==> src/rtl/ram_arbiter.sv <==
// Two-requester arbiter/sequencer for the 1024x8 single-port RAM (IDLE -> XFER -> RESP).
// Define RAM_ARB_FIXED_PRIO_EN for fixed priority (req0 wins); default is round-robin.
module ram_arbiter_rport #(
  parameter int DW = 8
) (
  input  logic          i_clk,
  input  logic          i_rst,
  input  logic          i_load,
  input  logic [DW-1:0] i_data,
  output logic          o_rvalid,
  output logic [DW-1:0] o_rdata
);
  always_ff @(posedge i_clk) begin
    if (i_rst) begin
      o_rvalid <= 1'b0;
      o_rdata  <= '0;
    end else begin
      o_rvalid <= i_load;
      if (i_load) o_rdata <= i_data;
    end
  end
endmodule

module ram_arbiter #(
  parameter int AW = 10,
  parameter int DW = 8
) (
  input  logic          i_clk,
  input  logic          i_rst,
  input  logic          i_req0,
  input  logic          i_req1,
  input  logic          i_we0,
  input  logic          i_we1,
  input  logic [AW-1:0] i_addr0,
  input  logic [AW-1:0] i_addr1,
  input  logic [DW-1:0] i_wdata0,
  input  logic [DW-1:0] i_wdata1,
  output logic          o_gnt0,
  output logic          o_gnt1,
  output logic          o_rvalid0,
  output logic          o_rvalid1,
  output logic [DW-1:0] o_rdata0,
  output logic [DW-1:0] o_rdata1,
  output logic          o_ram_en,
  output logic [AW-1:0] o_ram_address,
  output logic [DW-1:0] o_ram_datain,
  input  logic [DW-1:0] i_ram_dataout,
  output logic          o_busy
);
  typedef enum logic [1:0] {IDLE, XFER, RESP} state_t;

  state_t                r_state, w_next;
  logic                  r_we, r_id;
  logic [AW-1:0]         r_addr;
  logic [DW-1:0]         r_wdata;
  logic                  w_win, w_xfer;
  logic [1:0]            w_req, w_we, w_load, w_rvalid;
  logic [1:0][AW-1:0]    w_addr;
  logic [1:0][DW-1:0]    w_wdata, w_rdata;

  assign w_req   = {i_req1, i_req0};
  assign w_we    = {i_we1, i_we0};
  assign w_addr  = {i_addr1, i_addr0};
  assign w_wdata = {i_wdata1, i_wdata0};

`ifdef RAM_ARB_FIXED_PRIO_EN
  assign w_win = ~i_req0;
`else
  logic r_last;
  // On contention the requester not granted last wins; otherwise the sole requester.
  assign w_win = (i_req0 & i_req1) ? ~r_last : i_req1;

  always_ff @(posedge i_clk) begin
    if (i_rst)                 r_last <= 1'b1;
    else if (r_state == XFER)  r_last <= r_id;
  end
`endif

  always_comb begin
    w_next = r_state;
    case (r_state)
      IDLE:    if (|w_req) w_next = XFER;
      XFER:    w_next = r_we ? IDLE : RESP;
      RESP:    w_next = IDLE;
      default: w_next = IDLE;
    endcase
  end

  always_ff @(posedge i_clk) begin
    if (i_rst) begin
      r_state <= IDLE;
      r_we    <= 1'b0;
      r_id    <= 1'b0;
      r_addr  <= '0;
      r_wdata <= '0;
    end else begin
      r_state <= w_next;
      if (r_state == IDLE && |w_req) begin
        r_we    <= w_we[w_win];
        r_id    <= w_win;
        r_addr  <= w_addr[w_win];
        r_wdata <= w_wdata[w_win];
      end
    end
  end

  // Reset gates the XFER strobes combinationally so an in-flight write never reaches the RAM.
  assign w_xfer        = (r_state == XFER) && !i_rst;
  assign o_ram_en      = w_xfer & r_we;
  assign o_gnt0        = w_xfer & ~r_id;
  assign o_gnt1        = w_xfer & r_id;
  assign o_ram_address = r_addr;
  assign o_ram_datain  = r_wdata;
  assign o_busy        = (r_state != IDLE);

  for (genvar g = 0; g < 2; g++) begin : g_rport
    assign w_load[g] = (r_state == RESP) && (r_id == 1'(g));
    ram_arbiter_rport #(.DW(DW)) u_rport (
      .i_clk    (i_clk),
      .i_rst    (i_rst),
      .i_load   (w_load[g]),
      .i_data   (i_ram_dataout),
      .o_rvalid (w_rvalid[g]),
      .o_rdata  (w_rdata[g])
    );
  end

  assign o_rvalid0 = w_rvalid[0];
  assign o_rvalid1 = w_rvalid[1];
  assign o_rdata0  = w_rdata[0];
  assign o_rdata1  = w_rdata[1];
endmodule

==> config.mk <==
export PLATFORM = sky130hd
export DESIGN_NAME = ram_arbiter
export DESIGN_NICKNAME = d
export VERILOG_FILES = /design/src/rtl/ram_arbiter.sv
export SDC_FILE = /design/constraint.sdc
export NUM_CORES = 1
export LEC_CHECK = 0
export ABC_AREA = 1
export ABC_CLOCK_PERIOD_IN_PS = 1400
export BUFFER_PORTS_ARGS = -buffer_cell sky130_fd_sc_hd__buf_2
export CORE_MARGIN = 2
export CORE_UTILIZATION = 50
export CTS_BUF_LIST = sky130_fd_sc_hd__clkbuf_8
export DETAILED_ROUTE_END_ITERATION = 12
export PLACE_DENSITY = 0.85
export SLEW_MARGIN = 25
export SYNTH_ARGS = -nofsm -noshare
export SYNTH_HDL_FRONTEND = slang
export SYNTH_SLANG_ARGS = --single-unit
==> constraint.sdc <==
create_clock -name i_clk -period 1.4 [get_ports i_clk]
set_input_delay 0.07 -clock i_clk [delete_from_list [all_inputs] [get_ports i_clk]]
set_output_delay 0.07 -clock i_clk [all_outputs]
set_load 0.05 [all_outputs]
==> reports/qor.csv, run 1 <==
metric,value,unit
drive_gt1_share,41.5,%
rrSetupSlack,0.12,ns
ys_types,24,
die_x,69.7,um
p_leak,1.31,nW
worst_setup_path_start_kind,register,
start_util,52.8,%
synth-seq-cells,41,
hp-start,i_ram_dataout[7],
r2r-start,r_state[0],
yosys_warnings,0,
cts.reportedPaths.clkPinSlew,0.08,ns
fin_crit,1.35,ns
rsz0062_at_grt,false,
finalHoldViolations,0,
reg2reg_to,o_ram_address[7],
yosysSeqAreaShare,38.0,%
grt_max_degree,27,
cts_sinks,41,
worstMarginPinSlew,0.831,ns
area_delta_synth_final,24.5,%
netlist.area_leader.share,38.0,%
track_usage,20.4,%
clock_skew,0.00660,ns
grt_pass1_wl,8.02,mm
via_per_inst,4.87,
vdd_drop_max,0.691,mV
fillers,391,
core_area,4090,um2
relSlewSlack,44.6,%
syn_nets,335,
drt_pass1_iterations,4,
wirelength,4.93,mm
final_nets,420,
p_comb_share,29.3,%
vias,2049,
fp.dieArea,4860,um2
multi_input_area,1090,um2
cts-root-buf,clkbuf_8,
htree_levels,2,
path_max_fanout,19,
cts_buffers,5,
netlist_area,2160,um2
power_switching,0.00114,W
drc,0,
hold_path_depth,3,
finalSetupTns,0,ns
overflow,0,
r2r.worst_path.cells,6,
worst-setup-path-type,register to output pin,
antenna_found_initial,0,
maxSlewViolCount,0,
synth_area_leaders,"dfxtp_1, nand2_1, a21boi_0",
hpwl,3.59,mm
final_core_util,65.8,%
die_h,69.7,um
synth.avg_cell_area,7.57,um2
synth_cells,285,
yosysMostFrequentCell,nand2_1,
routedWlPerCell,11.7,um
endpoint_kind,output pin,
final_antenna_net_count,0,
swShare,35.5,%
regArea,821,um2
dr.first_iter.drc_count,67,
required,1.33,ns
clk_latency,0.30,ns
hold_path_class,input pin to register,
portBuffers,89,
status,completed,
cts_max_path_buffers,2,
p_int,0.00206,W
cp.arrival,1.28,ns
num_io_pins,90,
ys_top_cells_by_count,"nand2_1, dfxtp_1, nor2_1",
fmax,742,MHz
clockPowerShare,30.0,%
whs_endpoint,g_rport[1].u_rport.o_rdata[7],
seq_power_share,40.7,%
power_density,1190,nW/um2
ys_async_sr_fraction,0,%
rows,23,
insertedDiodeCount,0,
gp_congestion,0.869,
fin_crit_sh,96.3,%
synthFlopType,dfxtp_1,
synth_top_cell_by_area,dfxtp_1,
cts_tree,yes,
synth-edff-count,0,
setup_viol,0,
grt_pass1_vias,1884,
cap_viol_max_count,0,
[through the flow]
| stage | power [W] | hold WS (ns) | std cells | worst slack, ns | cell area [um2] |
|---|---|---|---|---|---|
| floorplan | 0.00208 | 0.238 | 285 | 0.0872 | 2160 |
| global placement | 0.00224 | 0.370 | 413 | 0.192 | 2560 |
| detailed placement | 0.00226 | 0.369 | 413 | 0.144 | 2560 |
| CTS | 0.00322 | 0.0505 | 421 | 0.0509 | 2690 |
| global route | 0.00337 | 0.0556 | 421 | 0.0150 | 2690 |
| finish | 0.00320 | 0.0628 | 421 | 0.0520 | 2690 |
[worst max path at each step]
stage	to	cells after the start	start	slack (ns)
3_5_place_dp	o_ram_address[7]	6	r_state[0]	0.14
4_1_cts	o_gnt0	4	r_state[1]	0.05
6_report	o_busy	3	r_state[0]	0.05
2_1_floorplan	o_gnt1	2	r_state[0]	0.09
3_3_place_gp	o_ram_address[8]	5	i_req1	0.19
5_1_grt	o_ram_datain[7]	6	r_state[0]	0.02
[cell families (layout without fill, tap and decap cells)]
kind of cell	after synthesis	count (layout)	synth area share (%)
AOI/OAI and AO/OA	38	38	11.2
buffers and inverters	42	128	11.9
DFF	41	41	38.0
and+or+nand+nor	164	164	38.8
[metal layers]
layer	share of wire [%]	vias to the layer above	track usage, %
met3	6.0	7	7.12
met5	0	-	0
met4	0.77	0	5.13
met2	49	69	36.4
li1	-	1081	-
met1	44	892	23.2
[cells in the final DEF (no fill, tap or decap), drive strengths merged]
cell type  count
buf           97
a21boi        19
clkbuf         5
o21ai          1
nand3         23
nor2          49
a21oi         18
inv           23
nand2         76
clkinvlp       1
bufinv         1
nand4         16
dfxtp         41
clkinv         1
[what timing repair did]
| action | 4_1_cts | 5_1_grt |
|---|---|---|
| hold buffers | 0 | 0 |
| setup buffers | 0 | 0 |
| setup endpoints to repair | 3 | 3 |
| resized for setup | 4 | 1 |
[layout make-up]
class / count / share of cell area, %
clock buffers: 5 / 2.56
clock inverters: 3 / 1.72
inverters: 23 / 3.31
multi-input cells: 202 / 40.5
flip-flops and latches: 41 / 30.5
well taps: 50 / 2.33
repair buffers: 97 / 19.1
[flip-flops by register name, summed over array words and instances, names as in the netlist]
signal and cells:
r_state 2, g_rport.u_rport.o_rdata 16, r_we 1, r_id 1, g_rport.u_rport.o_rvalid 2, o_ram_address 10
r_last 1, o_ram_datain 8
[power by group through the flow]
stage | Sequential (W) | Combinational [W] | Clock, W
2_1_floorplan | 0.00158 | 0.000500 | 0
5_1_grt | 0.00131 | 0.00102 | 0.00104
3_3_place_gp | 0.00133 | 0.000916 | 0
3_5_place_dp | 0.00133 | 0.000937 | 0
4_1_cts | 0.00130 | 0.000943 | 0.000981
6_report | 0.00130 | 0.000938 | 0.000960
[critical path, stage by stage, from the launching register on]
cell	delay, ns
dfxtp_1	0.45
inv_4	0.14
nand2_4	0.12
buf_2	0.27
No activity file was read; power rests on OpenSTA's default activity.
==> inputs of run 2 (changes only) <==
--- a/config.mk
+++ b/config.mk
@@ -8,11 +8,13 @@
 export ABC_AREA = 1
 export ABC_CLOCK_PERIOD_IN_PS = 1400
 export BUFFER_PORTS_ARGS = -buffer_cell sky130_fd_sc_hd__buf_2
+export CELL_PAD_IN_SITES_DETAIL_PLACEMENT = 1
+export CELL_PAD_IN_SITES_GLOBAL_PLACEMENT = 2
 export CORE_MARGIN = 2
-export CORE_UTILIZATION = 50
+export CORE_UTILIZATION = 26
 export CTS_BUF_LIST = sky130_fd_sc_hd__clkbuf_8
 export DETAILED_ROUTE_END_ITERATION = 12
-export PLACE_DENSITY = 0.85
+export PLACE_DENSITY = 0.83
 export SLEW_MARGIN = 25
 export SYNTH_ARGS = -nofsm -noshare
 export SYNTH_HDL_FRONTEND = slang
==> constraint.sdc (replaced) <==
create_clock -name i_clk -period 1.4 [get_ports i_clk]
set_input_delay 0.07 -clock i_clk [delete_from_list [all_inputs] [get_ports i_clk]]
set_output_delay 0.07 -clock i_clk [all_outputs]
set_load 0.01 [all_outputs]
==> reports/qor.csv, run 2 (synthesized netlist as in run 1, its figures left out) <==
metric,value,unit,change
routedWlPerCell,12.3,um,+5.4%
critPathSlowestCell,dfxtp_1,,
grt_pass1_wl,9.47,mm,+18%
drc,0,,unchanged
grt_max_degree,28,,+3.7%
crit_chain,"nand3_2, nor2_1, buf_2",,
fin_crit,1.28,ns,-0.0662 ns
top_register,g_rport.u_rport.o_rdata,,
insertedDiodeCount,0,,unchanged
endpoint_kind,output pin,,
cts-root-buf,clkbuf_8,,
worstMarginPinSlew,0.369,ns,-0.462 ns
cts.reportedPaths.clkPinSlew,0.09,ns,about the same
overflow,0,,unchanged
die_h,95.1,um,+36%
hpwl,4.53,mm,+26%
rows,33,,+43%
finalSetupTns,0,ns,unchanged
start_util,26.5,%,-26 points
multi_input_area,1080,um2,-0.23%
place_ws,0.160,ns,+0.0164 ns
largest_register_ffs,16,,unchanged
layout_commonest_cell,buf_2,,
hold_path_class,input pin to register,,
cts_buffers,5,,unchanged
power_density,1080,nW/um2,-9.0%
maxSlewViolCount,0,,unchanged
vias,2109,,+2.9%
drive_gt1_share,41.2,%,-0.33 points
die_x,95.1,um,+36%
p_leak,1.34,nW,+2.1%
final_antenna_net_count,0,,unchanged
clock_skew,0.0126,ns,+0.00605 ns
cp.arrival,1.21,ns,-0.07 ns
vdd_drop_max,0.431,mV,-38%
finalHoldViolations,0,,unchanged
worst_setup_path_start_kind,register,,
cts_tree,yes,,
relSlewSlack,75.3,%,+31 points
cp_top_family,flip-flops,,
setup_ws,0.118,ns,+0.0662 ns
worst-setup-path-type,register to output pin,,
postCtsSetupBuffers,0,,unchanged
htree_levels,2,,unchanged
cts_sinks,41,,unchanged
wirelength,5.91,mm,+20%
clk_latency,0.30,ns,about the same
required,1.33,ns,about the same
cts_max_path_buffers,2,,unchanged
final_nets,423,,+0.71%
fmax,780,MHz,+5.2%
cap_viol_max_count,0,,unchanged
fin_crit_sh,91.6,%,-4.7 points
gp_congestion,0.755,,-13%
fp.dieArea,9050,um2,+86%
fin_cells,479,,+14%
via_per_inst,4.40,,-9.5%
area_delta_synth_final,28.9,%,
portBuffers,89,,unchanged
final_core_util,34.2,%,-32 points
placedCellCount,471,,+14%
dr.first_iter.drc_count,39,,-42%
core_area,8130,um2,+99%
grt_pass1_vias,2027,,+7.6%
path_max_fanout,5,,-14
status,completed,,
setup_viol,0,,unchanged
track_usage,13.5,%,-6.9 points
final_cell_mix,"buf_2, nand2_1, dfxtp_1",,
max_stage_delay,0.44,ns,about the same
num_io_pins,90,,unchanged
rsz0062_at_grt,false,,
crit_buf_inv,1,,-1
antenna_found_initial,0,,unchanged
fillers,1056,,+170%
drt_pass1_iterations,4,,unchanged
regArea,821,um2,unchanged
==> run 2: power by group <==
part	switching [W]	leakage (nW)	total (W)	internal (W)
logic	0.000430	0.937	0.000721	0.000291
clock network	0.000418	0.0626	0.000993	0.000575
registers	0.0000495	0.336	0.00130	0.00125
total	0.000898	1.34	0.00302	0.00212
==> run 2: worst register-to-register path: stages (launching register included) <==
cell and delay (ns):
dfxtp_1 0.36, buf_4 0.23, nand3_1 0.32, nand2_1 0.15
a21oi_1 0.07
==> run 2: worst paths after layout <==
path / to / slack [ns] / cells past startpoint / start
min: g_rport[1].u_rport.o_rdata[7] / 0.07 / 3 / i_ram_dataout[7]
max: o_gnt0 / 0.12 / 3 / r_state[0]
min reg2reg: r_state[1] / 0.43 / 1 / r_we
max reg2reg: g_rport[1].u_rport.o_rdata[2] / 0.15 / 4 / r_state[1]
==> run 2: timing repair <==
item | in CTS | in global routing
resized for setup | 0 | 1
hold buffers | 0 | 0
setup endpoints to repair | 0 | 3
==> run 2: cell type report <==
cell class / count / area share (%)
Clock inverter: 2 / 1.21
Timing Repair Buffer: 100 / 19.4
Inverter: 23 / 3.19
Clock buffer: 6 / 2.97
Sequential cell: 41 / 29.5
Tap cell: 105 / 4.72
Multi-Input combinational cell: 202 / 39.0
==> run 2: per-layer routing <==
metal / global-route usage [%] / routed length (um) / vias to the layer above / share of wire (%)
li1: - / - / 1089 / -
met1: 16.4 / 2580 / 955 / 44
met2: 23.2 / 2860 / 59 / 48
met3: 2.85 / 398 / 6 / 6.7
met4: 5.07 / 70 / 0 / 1.2
met5: 0 / 0 / - / 0
==> run 2: through the flow <==
step	cell area [um2]	total power, W	hold slack (ns)
after global routing	2780	0.00321	0.0623
final	2780	0.00302	0.0694
after detailed placement	2660	0.00207	0.382
after floorplan	2160	0.00184	0.237
after global placement	2660	0.00205	0.374
after CTS	2780	0.00307	0.0637
==> inputs of run 3 (changes only) <==
--- a/config.mk
+++ b/config.mk
@@ -10,7 +10,6 @@
 export BUFFER_PORTS_ARGS = -buffer_cell sky130_fd_sc_hd__buf_2
 export CELL_PAD_IN_SITES_DETAIL_PLACEMENT = 1
 export CELL_PAD_IN_SITES_GLOBAL_PLACEMENT = 2
-export CORE_MARGIN = 2
 export CORE_UTILIZATION = 26
 export CTS_BUF_LIST = sky130_fd_sc_hd__clkbuf_8
 export DETAILED_ROUTE_END_ITERATION = 12
==> reports/qor.csv, run 3 (synthesized netlist as in run 1, its figures left out) <==
metric,value,unit,change
routedWlPerCell,12.7,um,+2.7%
final_nets,421,,-0.47%
portBuffers,89,,unchanged
hp-start,i_ram_dataout[7],,
worstMarginPinSlew,0.583,ns,+0.213 ns
cts_tree,yes,,
vias,2131,,+1.0%
wirelength,5.99,mm,+1.4%
hpwl,4.49,mm,-0.83%
clock_skew,0.00974,ns,-0.00291 ns
grt_pass1_wl,9.78,mm,+3.3%
cts-root-buf,clkbuf_8,,
final_antenna_net_count,0,,unchanged
cp.arrival,1.18,ns,-0.03 ns
top_register,g_rport.u_rport.o_rdata,,
critPathSlowestCell,dfxtp_1,,
clk_latency,0.29,ns,about the same
start_util,27.4,%,+0.83 points
gp_congestion,0.702,,-7.1%
crit_chain,"inv_1, nand3_2, nor2_1, buf_2",,
cap_viol_max_count,0,,unchanged
relSlewSlack,61.0,%,-14 points
hold_path_depth,3,,unchanged
grt_max_degree,40,,+43%
via_per_inst,4.51,,+2.3%
place_ws,0.0367,ns,-0.123 ns
cp_num_cells,4,,+1
finalSetupTns,0,ns,unchanged
postCtsSetupBuffers,0,,unchanged
whs_endpoint,g_rport[1].u_rport.o_rdata[7],,
r2r.worst_path.cells,4,,unchanged
worst_setup_path_start_kind,register,,
antenna_found_initial,0,,unchanged
fp.dieArea,8670,um2,-4.2%
track_usage,14.5,%,+1.0 points
finalHoldViolations,0,,unchanged
p_leak,1.31,nW,-1.7%
rrSetupSlack,0.18,ns,+0.03 ns
endpoint_kind,output pin,,
core_area,7890,um2,-3.0%
startpoint,r_state[1],,
num_io_pins,90,,unchanged
vdd_drop_max,0.364,mV,-16%
reg2reg_to,g_rport[1].u_rport.o_rdata[4],,
area_delta_synth_final,27.0,%,
grt_pass1_vias,2077,,+2.5%
setup_viol,0,,unchanged
final_core_util,34.8,%,+0.55 points
worst-setup-path-type,register to output pin,,
dr.first_iter.drc_count,44,,+13%
cp_top_family,flip-flops,,
placedCellCount,466,,-1.1%
drive_gt1_share,40.7,%,-0.48 points
fillers,1017,,-3.7%
insertedDiodeCount,0,,unchanged
cts_sinks,41,,unchanged
fin_crit_sh,89.5,%,-2.1 points
die_x,93.1,um,-2.1%
fmax,799,MHz,+2.4%
status,completed,,
cts_max_path_buffers,2,,unchanged
p_total,0.00282,W,-6.7%
cts_buffers,5,,unchanged
htree_levels,2,,unchanged
r2r-start,r_state[1],,
rows,32,,-3.0%
crit_buf_inv,2,,+1
power_density,1030,nW/um2,-5.3%
overflow,0,,unchanged
hold_path_class,input pin to register,,
drc,0,,unchanged
largest_register_ffs,16,,unchanged
required,1.33,ns,about the same
final_cell_mix,"buf_2, nand2_1, dfxtp_1",,
layout_commonest_cell,buf_2,,
max_stage_delay,0.34,ns,-0.10 ns
die_h,93.1,um,-2.1%
setup_ws,0.148,ns,+0.0295 ns
drt_pass1_iterations,4,,unchanged
cts.reportedPaths.clkPinSlew,0.08,ns,about the same
fin_crit,1.25,ns,-0.0295 ns
fin_cells,473,,-1.3%
path_max_fanout,5,,unchanged
maxSlewViolCount,0,,unchanged
rsz0062_at_grt,false,,
-- run 3: changes by cell type in the layout (fill, tap and decap cells not counted), sizes merged --
| cell | before | now |
|---|---|---|
| bufinv | 1 | 0 |
| buf | 100 | 98 |
-- run 3: worst min-delay path: cells and delay by family --
kind | cells | cell delay (ns)
and+or+nand+nor | 1 | 0.08
buffers and inverters | 1 | 0.11
AOI/OAI and AO/OA | 1 | 0.06
-- run 3: power breakdown --
part           internal [W]  switching (W)
combinational      0.000283       0.000437
sequential          0.00125      0.0000499
clock              0.000385       0.000407
total               0.00192       0.000894
-- run 3: cell type report --
cell class	instances	area [um2]	area share (%)
Clock buffer	6	82.6	3.01
Clock inverter	1	3.75	0.137
Inverter	23	88.8	3.24
Multi-Input combinational cell	202	1090	39.8
Sequential cell	41	821	29.9
Tap cell	102	128	4.66
Timing Repair Buffer	98	526	19.2
-- run 3: what timing repair did --
| action | in CTS | in global routing |
|---|---|---|
| setup endpoints to repair | 0 | 2 |
| endpoints found under the hold margin | 0 | 0 |
| resized for setup | 0 | 2 |
| hold buffers | 0 | 0 |
-- run 3: worst max-delay path by stage --
stage | to
after floorplan | o_ram_address[1]
after detailed placement | o_ram_address[7]
final | o_gnt0
after CTS | o_gnt0
after global placement | o_ram_address[5]
after global routing | o_gnt0
-- run 3: metal layers --
| layer | global-route usage (%) | part of all wire [%] | up-vias | routed length, um |
|---|---|---|---|---|
| met3 | 3.41 | 5.0 | 8 | 297 |
| li1 | - | - | 1083 | - |
| met4 | 5.26 | 2.0 | 0 | 121 |
| met2 | 25.1 | 49 | 60 | 2920 |
| met5 | 0 | 0 | - | 0 |
| met1 | 17.4 | 44 | 980 | 2650 |
-- run 3: per-stage QoR --
| step | cell area (um2) | hold slack [ns] |
|---|---|---|
| floorplan | 2160 | 0.237 |
| global placement | 2640 | 0.375 |
| detailed placement | 2640 | 0.376 |
| CTS | 2730 | 0.0643 |
| global route | 2740 | 0.0634 |
| finish | 2740 | 0.0756 |
